===== config.mk =====
export PLATFORM = sky130hd
export DESIGN_NAME = muldiv_unit
export DESIGN_NICKNAME = d
export VERILOG_FILES = /design/src/rtl/muldiv_unit.sv
export SDC_FILE = /design/constraint.sdc
export NUM_CORES = 1
export LEC_CHECK = 0
export ABC_AREA = 1
export ABC_CLOCK_PERIOD_IN_PS = 4100
export BUFFER_PORTS_ARGS = -buffer_cell sky130_fd_sc_hd__buf_2
export CORE_ASPECT_RATIO = 1.75
export CORE_MARGIN = 4
export CORE_UTILIZATION = 45
export DETAILED_ROUTE_END_ITERATION = 8
export GPL_ROUTABILITY_DRIVEN = 0
export GPL_TIMING_DRIVEN = 0
export HOLD_SLACK_MARGIN = 0.15
export SYNTH_ARGS = -nofsm -noshare
export SYNTH_HDL_FRONTEND = slang
export SYNTH_SLANG_ARGS = --single-unit

===== constraint.sdc =====
create_clock -name clk -period 4.1 [get_ports clk]
set_input_delay 0.41 -clock clk [delete_from_list [all_inputs] [get_ports clk]]
set_output_delay 0.41 -clock clk [all_outputs]
set_load 0.03 [all_outputs]

===== src/rtl/muldiv_unit.sv =====
`default_nettype none
// ============================================================================
// Module   : muldiv_unit
// Purpose  : Iterative RV32M/RV64M multiply/divide unit with valid/ready I/O.
// Revision : 1.0  initial release
// ============================================================================
module muldiv_unit #(
  parameter int XLEN           = 32,
  parameter int BITS_PER_CYCLE = 1
) (
  input  logic            clk,
  input  logic            reset,
  input  logic            flush,
  input  logic            in_valid,
  output logic            in_ready,
  input  logic [2:0]      in_funct3,
  input  logic [XLEN-1:0] in_rs1,
  input  logic [XLEN-1:0] in_rs2,
  input  logic [4:0]      in_rd,
  output logic            out_valid,
  input  logic            out_ready,
  output logic [XLEN-1:0] out_result,
  output logic [4:0]      out_rd
);

  localparam int c_iters = XLEN / BITS_PER_CYCLE;
  localparam int c_cnt_w = $clog2(c_iters) + 1;
  localparam logic [c_cnt_w-1:0] c_last = c_cnt_w'(c_iters - 1);
  localparam logic [XLEN-1:0]    c_min  = {1'b1, {(XLEN-1){1'b0}}};

  typedef enum logic [1:0] {
    S_IDLE = 2'd0,
    S_MUL  = 2'd1,
    S_DIV  = 2'd2,
    S_DONE = 2'd3
  } state_t;

  state_t               r_state;
  logic [c_cnt_w-1:0]   r_count;
  logic [XLEN-1:0]      r_hi;
  logic [XLEN-1:0]      r_lo;
  logic [XLEN-1:0]      r_opb;
  logic                 r_neg_q;
  logic                 r_neg_r;
  logic                 r_sel_hi;
  logic                 r_is_rem;
  logic [4:0]           r_rd;

  // ---------------- acceptance decode ----------------
  logic            w_is_div;
  logic            w_a_signed;
  logic            w_b_signed;
  logic            w_a_neg;
  logic            w_b_neg;
  logic [XLEN-1:0] w_a_mag;
  logic [XLEN-1:0] w_b_mag;
  logic            w_div0;
  logic            w_ovf;
  logic [XLEN-1:0] w_special;

  assign in_ready   = (r_state == S_IDLE) && !flush;
  assign w_is_div   = in_funct3[2];
  assign w_a_signed = w_is_div ? !in_funct3[0] : (in_funct3[1:0] != 2'b11);
  assign w_b_signed = w_is_div ? !in_funct3[0] : !in_funct3[1];
  assign w_a_neg    = w_a_signed & in_rs1[XLEN-1];
  assign w_b_neg    = w_b_signed & in_rs2[XLEN-1];
  assign w_a_mag    = w_a_neg ? (~in_rs1 + XLEN'(1)) : in_rs1;
  assign w_b_mag    = w_b_neg ? (~in_rs2 + XLEN'(1)) : in_rs2;
  assign w_div0     = w_is_div && (in_rs2 == '0);
  assign w_ovf      = w_is_div && !in_funct3[0] && (in_rs1 == c_min) && (&in_rs2);
  assign w_special  = w_div0 ? (in_funct3[1] ? in_rs1 : '1)
                             : (in_funct3[1] ? '0 : in_rs1);

  // ---------------- shift-add step: {hi,lo} holds partial product / multiplier
  logic [XLEN+BITS_PER_CYCLE-1:0] w_mul_sum;
  logic [XLEN-1:0]                w_mul_hi;
  logic [XLEN-1:0]                w_mul_lo;

  always_comb begin
    w_mul_sum = {{BITS_PER_CYCLE{1'b0}}, r_hi};
    for (int i = 0; i < BITS_PER_CYCLE; i++) begin
      if (r_lo[i])
        w_mul_sum = w_mul_sum + ({{BITS_PER_CYCLE{1'b0}}, r_opb} << i);
    end
  end

  assign w_mul_hi = w_mul_sum[XLEN+BITS_PER_CYCLE-1:BITS_PER_CYCLE];
  assign w_mul_lo = {w_mul_sum[BITS_PER_CYCLE-1:0], r_lo[XLEN-1:BITS_PER_CYCLE]};

  // ---------------- restoring division step: hi = remainder, lo = dividend/quotient
  logic [XLEN:0]   w_rem_v;
  logic [XLEN-1:0] w_quo_v;

  always_comb begin
    w_rem_v = {1'b0, r_hi};
    w_quo_v = r_lo;
    for (int i = 0; i < BITS_PER_CYCLE; i++) begin
      w_rem_v = {w_rem_v[XLEN-1:0], w_quo_v[XLEN-1]};
      w_quo_v = {w_quo_v[XLEN-2:0], 1'b0};
      if (w_rem_v >= {1'b0, r_opb}) begin
        w_rem_v    = w_rem_v - {1'b0, r_opb};
        w_quo_v[0] = 1'b1;
      end
    end
  end

  // ---------------- result fix-up on the final iteration
  logic [XLEN-1:0]   w_hi_next;
  logic [XLEN-1:0]   w_lo_next;
  logic [2*XLEN-1:0] w_prod;
  logic [2*XLEN-1:0] w_prod_fix;
  logic [XLEN-1:0]   w_quo_fix;
  logic [XLEN-1:0]   w_rem_fix;
  logic [XLEN-1:0]   w_final;

  assign w_hi_next  = (r_state == S_MUL) ? w_mul_hi : w_rem_v[XLEN-1:0];
  assign w_lo_next  = (r_state == S_MUL) ? w_mul_lo : w_quo_v;
  assign w_prod     = {w_hi_next, w_lo_next};
  assign w_prod_fix = r_neg_q ? (~w_prod + (2*XLEN)'(1)) : w_prod;
  assign w_quo_fix  = r_neg_q ? (~w_lo_next + XLEN'(1)) : w_lo_next;
  assign w_rem_fix  = r_neg_r ? (~w_hi_next + XLEN'(1)) : w_hi_next;
  assign w_final    = (r_state == S_MUL)
                    ? (r_sel_hi ? w_prod_fix[2*XLEN-1:XLEN] : w_prod_fix[XLEN-1:0])
                    : (r_is_rem ? w_rem_fix : w_quo_fix);

  // ---------------- control
  always_ff @(posedge clk or posedge reset) begin
    if (reset) begin
      r_state    <= S_IDLE;
      r_count    <= '0;
      r_hi       <= '0;
      r_lo       <= '0;
      r_opb      <= '0;
      r_neg_q    <= 1'b0;
      r_neg_r    <= 1'b0;
      r_sel_hi   <= 1'b0;
      r_is_rem   <= 1'b0;
      r_rd       <= '0;
      out_valid  <= 1'b0;
      out_result <= '0;
      out_rd     <= '0;
    end else if (flush) begin
      r_state   <= S_IDLE;
      r_count   <= '0;
      out_valid <= 1'b0;
    end else begin
      case (r_state)
        S_IDLE: begin
          if (in_valid) begin
            r_hi     <= '0;
            r_lo     <= w_a_mag;
            r_opb    <= w_b_mag;
            r_neg_q  <= w_a_neg ^ w_b_neg;
            r_neg_r  <= w_a_neg;
            r_sel_hi <= (in_funct3[1:0] != 2'b00);
            r_is_rem <= in_funct3[1];
            r_rd     <= in_rd;
            r_count  <= '0;
            if (w_div0 || w_ovf) begin
              out_valid  <= 1'b1;
              out_result <= w_special;
              out_rd     <= in_rd;
              r_state    <= S_DONE;
            end else begin
              r_state <= w_is_div ? S_DIV : S_MUL;
            end
          end
        end
        S_MUL, S_DIV: begin
          r_hi    <= w_hi_next;
          r_lo    <= w_lo_next;
          r_count <= r_count + c_cnt_w'(1);
          if (r_count == c_last) begin
            r_count    <= '0;
            out_valid  <= 1'b1;
            out_result <= w_final;
            out_rd     <= r_rd;
            r_state    <= S_DONE;
          end
        end
        S_DONE: begin
          if (out_ready) begin
            out_valid <= 1'b0;
            r_state   <= S_IDLE;
          end
        end
        default: r_state <= S_IDLE;
      endcase
    end
  end

endmodule
`default_nettype wire


==> results of run 1 <==
repair_timing:
action / 4_1_cts
gates resized for setup: 207
buffers inserted: 86
endpoints found under the hold margin: 26
endpoints found under the setup margin: 31
pin swaps: 52
gates cloned: 0
hold buffers: 1
synthesized netlist by cell type (4+ instances only):
library cell | number | area [sq um]
nand2_1 | 878 | 3300
inv_1 | 421 | 1580
nand3_1 | 281 | 1410
nor2_1 | 281 | 1050
o21ai_0 | 248 | 1240
a21oi_1 | 227 | 1140
dfrtp_1 | 151 | 3780
clkbuf_1 | 78 | 293
ha_1 | 73 | 913
xor2_1 | 61 | 534
o22ai_1 | 44 | 275
nand2_2 | 42 | 263
nand4_1 | 39 | 244
nor3_1 | 36 | 180
o211ai_1 | 31 | 233
xnor2_1 | 24 | 210
nor2_2 | 20 | 125
o21ai_1 | 20 | 100
buf_2 | 18 | 90.1
o221ai_1 | 17 | 149
buf_1 | 16 | 60.1
nor4_1 | 14 | 87.6
nand3_2 | 13 | 130
o31ai_1 | 13 | 97.6
a31oi_1 | 11 | 68.8
nor2_4 | 11 | 124
or2_2 | 11 | 68.8
buf_6 | 10 | 113
inv_2 | 9 | 33.8
nand3b_1 | 9 | 67.6
o21bai_1 | 7 | 52.6
clkinv_1 | 6 | 22.5
nor3_2 | 6 | 60.1
a21o_1 | 5 | 37.5
and2_1 | 5 | 31.3
o21ai_2 | 5 | 43.8
a22oi_1 | 4 | 30.0
nand2_4 | 4 | 45.0
logic make-up after synthesis:
kind of cell	after synthesis	synth area share, %
xor gates and xnor gates	85	4.02
adders and majority gates	75	5.14
and+or+nand+nor	1657	39.2
DFF	151	20.4
buffers and inverters	561	12.1
AOI/OAI and AO/OA	640	19.1
muxes	1	0.0540
per-layer routing:
metal / GRT overflow / GRT usage, %
met1: 0 / 42.8
met2: 4 / 73.4
met3: 0 / 16.5
met4: 1 / 49.8
met5: 0 / 0
metrics by stage:
| stage | instance area [sq um] | cells | setup slack (ns) | hold WS (ns) |
|---|---|---|---|---|
| 2_1_floorplan | 18500 | 3170 | 0.467 | 0.448 |
| 3_5_place_dp | 19900 | 3838 | -1.26 | 0.461 |
| 3_3_place_gp | 19800 | 3835 | -1.29 | 0.462 |
| 4_1_cts | 21900 | 3956 | -0.390 | 0.187 |
==> metrics.yaml, run 1 <==
global_route:
  grt_max_degree: 43
  grt_pass1_wl_mm: 155
  grt.overflow.total: 5
  grt_pass1_vias: 24700
  grt.total_usage_pct: 45.9
synthesis:
  synth_ff_type: "dfrtp_1"
  synthesis.area_sq_um: 18500
  ys_types: 55
  syn_nets: 3322
  syn_inst: 3170
  synth_seq_cells: 151
  yosys_warnings: 0
  avgSynthCellArea_sq_um: 5.85
  yosysSeqAreaShare_pct: 20.4
  synth-edff-count: 0
  async_flop_share_pct: 100
outcome:
  stop_error: "[ERROR GRT-0116] Global routing finished with congestion. Check the congestion regions in the DRC Viewer."
  status: "aborted with a tool error"
  flow.stopped_at: "5_1_grt"
die:
  start_util_pct: 45.4
  pin_count: 116
  rows: 98
  die_w_microns: 161
  fp.dieH_microns: 277
cts:
  clk_path_buf_depth: 2
  cts_max_level: 4
  cts_made_buffers: 17
  root_buffer: "clkbuf_16"
  cts.sinks: 151
placement:
  numPortBuffers: 115
  hpwl_mm: 76.8
==> inputs of run 2 (changes only) <==
==> config.mk (replaced) <==
export PLATFORM = sky130hd
export DESIGN_NAME = muldiv_unit
export DESIGN_NICKNAME = d
export VERILOG_FILES = /design/src/rtl/muldiv_unit.sv
export SDC_FILE = /design/constraint.sdc
export NUM_CORES = 1
export LEC_CHECK = 0
export ABC_AREA = 1
export ABC_CLOCK_PERIOD_IN_PS = 5350
export BUFFER_PORTS_ARGS = -buffer_cell sky130_fd_sc_hd__buf_2
export CORE_MARGIN = 4
export CORE_UTILIZATION = 30
export DETAILED_ROUTE_END_ITERATION = 8
export GPL_ROUTABILITY_DRIVEN = 0
export GPL_TIMING_DRIVEN = 0
export PLACE_DENSITY_LB_ADDON = 0.15
export SYNTH_ARGS = -nofsm -noshare
export SYNTH_HDL_FRONTEND = slang
export SYNTH_SLANG_ARGS = --single-unit
==> constraint.sdc (replaced) <==
create_clock -name clk -period 5.35 [get_ports clk]
set_input_delay 0.535 -clock clk [delete_from_list [all_inputs] [get_ports clk]]
set_output_delay 0.535 -clock clk [all_outputs]
set_load 0.03 [all_outputs]
==> run 2 against run 1 <==
The run now ends clean; synthesized area unchanged; synthesized cell count did not move.
==> metrics.yaml, run 2 <==
outcome:
  status: "complete, no violations"
critical_path:
  worstSetupPathType: "reg -> reg"
  crit_fanout: 7
  cp_common_cell: "nand2_1"
  cp_data_arrival_time_ns: 5.57
  required_ns: 5.73
  start_kind: "flop"
  crit_slowest_cell: "dfrtp_1"
  crit_path_end_kind: "flop"
  slowest_delay_ns: 0.68
synthesis:
  async_flop_share_pct: 100  # unchanged
  syn_nets: 3322  # unchanged
  synth-edff-count: 0  # unchanged
  synth_seq_cells: 151  # unchanged
  yosysTopAreaCellShare_pct: 20.4  # unchanged
  yosysTopAreaCell: "dfrtp_1"
  yosysMostFrequentCell: "nand2_1"
  yosys_warnings: 0  # unchanged
  synth_ff_type: "dfrtp_1"
  avgSynthCellArea_sq_um: 5.85  # unchanged
  ys_types: 55  # unchanged
  yosys-top-cells-area: "dfrtp_1, nand2_1, inv_1"
  synthesis.area_sq_um: 18500  # unchanged
  syn_inst: 3170  # unchanged
  yosysSeqAreaShare_pct: 20.4  # unchanged
  synthTopCellsByCount: "nand2_1, inv_1, nand3_1, nor2_1, o21ai_0"
detailed_routing:
  drt_wl_total_mm: 93.4
  routed_via_density: 5.47
  wl_per_cell_microns: 22.8
  drc: 0
  drt_iter0_markers: 2783
  drtPass1Iterations: 8
  ant_nets: 0
  num_vias: 22500
global_route:
  grt_pass1_vias: 20700
  grt_max_degree: 109
  met1_usage_pct: 38.4
  antenna_found_initial: 2
  met3_usage_pct: 5.83
  grt.total_usage_pct: 27.5
  grt_pass1_wl_mm: 136
  grt.overflow.total: 0
  use_met2_pct: 41.4
  busiest_layer: "met2"
timing:
  period_minus_slack_ns: 5.19
  fin_skew_ns: 0.0189
  tns_ns: 0
  grt_setup_unrepaired: "false"
  fin_crit_sh_pct: 97.1
  layout_setup_ws_ns: 0.156
  worst_pin_slew_ns: 1.15
  report.final.slew_viol_count: 0
  holdWs_ns: 0.0148
  setup_viol: 0
  hold_viol_final: 0
  max_freq_ghz: 0.193
  slew-limit-headroom_pct: 23.6
job:
  cap_violations: 0
layout:
  final_layout_size_suffix_gt1_share_pct: 10.1
  syn2layout_area_growth_pct: 12.2
  final_cell_mix: "nand2_1, inv_1, nand3_1, nor2_1, o21ai_0"
  multi_input_area_sq_um: 12600
  n_fill_cell: 6947
  layout.nets: 3464
  layout_commonest_cell: "nand2_1"
  post-route-util_pct: 34.2
  seq_area_sq_um: 3800
cts:
  cts_tree: "yes"
  insertion_delay_ns: 0.51
  clk_path_buf_depth: 2  # unchanged
  root_buffer: "clkbuf_16"
  cts.sinks: 151  # unchanged
  cts_max_level: 4  # unchanged
  clk_pin_slew_ns: 0.08
  ctsHoldBuffers: 0  # -1
  cts_made_buffers: 17  # unchanged
placement:
  numPortBuffers: 115  # unchanged
  hpwl_mm: 75.6  # -1.6%
  dp_slack_ns: 0.0813  # +1.34 ns
worst_hold_path:
  min_path_type: "in -> async"
die:
  die_w_microns: 257  # +59%
  rows: 90  # -8.2%
  start_util_pct: 30.5  # -15 points
  core-area_sq_um: 60800
  pin_count: 116  # unchanged
  fp.dieH_microns: 257  # -7.2%
  die-area_sq_um: 65800
power_and_ir_drop:
  ir_drop_uv: 345
  powerDensity_nw_per_um2: 781
  p_total_mw: 16.3
  p_leak_nw: 10.3
-- run 2: stage by stage --
| stage | cells | instance area [sq um] |
|---|---|---|
| after floorplan | 3170 | 18500 |
| after global placement | 4067 | 20100 |
| after detailed placement | 4068 | 20100 |
| after CTS | 4099 | 20700 |
| after global routing | 4106 | 20800 |
| final | 4107 | 20800 |
-- run 2: power breakdown --
group          internal, mW  leakage, nW  switching (mW)
logic                  3.50         8.18            9.33
registers              1.62         1.89           0.523
clock network         0.674        0.264           0.604
total                  5.80         10.3            10.5
-- run 2: timing repair --
item                                    in CTS  in global routing
endpoints found under the setup margin       0                  6
setup buffers                                0                  7
gates resized for setup                      0                 25
-- run 2: routing by layer --
metal / share of wire [%] / up-vias / routed length (microns)
met5: 0.018 / - / 17
met4: 4.2 / 2 / 3890
met3: 9.3 / 198 / 8670
met2: 42 / 1106 / 39600
met1: 44 / 10500 / 41200
li1: - / 10700 / -
-- run 2: kinds of logic (layout without fill, tap and decap cells) --
family	after synthesis	after routing	share of synthesized area [%]
DFF	151	151	20.4
adders and majority gates	75	75	5.14
buffers and inverters	561	715	12.1
AOI/OAI and AO/OA	640	640	19.1
other	0	1	0
muxes	1	1	0.0540
xor gates and xnor gates	85	85	4.02
and+or+nand+nor	1657	1657	39.2
-- run 2: final cells by class --
cell class / count / area share, %
Tap cell: 782 / 4.70
Timing Repair Buffer: 123 / 3.15
Multi-Input combinational cell: 2458 / 60.4
Buffer: 125 / 2.87
Clock buffer: 21 / 2.26
Sequential cell: 151 / 18.2
Clock inverter: 10 / 0.457
Inverter: 436 / 7.92
Antenna cell: 1 / 0.0120
-- run 2: worst paths after layout --
kind                                  end           from  cells past startpoint  slack [ns]
min in group clk                  r_rd[4]       in_rd[4]                      3        0.28
hold reg to reg             out_result[5]  out_result[5]                      2        0.47
max in group asynchronous         r_hi[6]          reset                      3        4.36
hold / removal                   r_opb[6]          reset                      2        0.01
setup reg to reg           out_result[30]        r_hi[4]                     28        0.16
setup / recovery           out_result[30]        r_hi[4]                     28        0.16
-- run 2: critical path: cells and delay by family (launching register included) --
family | cells | cell delay [ns]
flops | 1 | 0.68
fa+ha+maj | 2 | 0.64
compound gates | 2 | 0.47
simple gates | 24 | 3.24
Note: power is estimated with default switching activity, not from simulation.
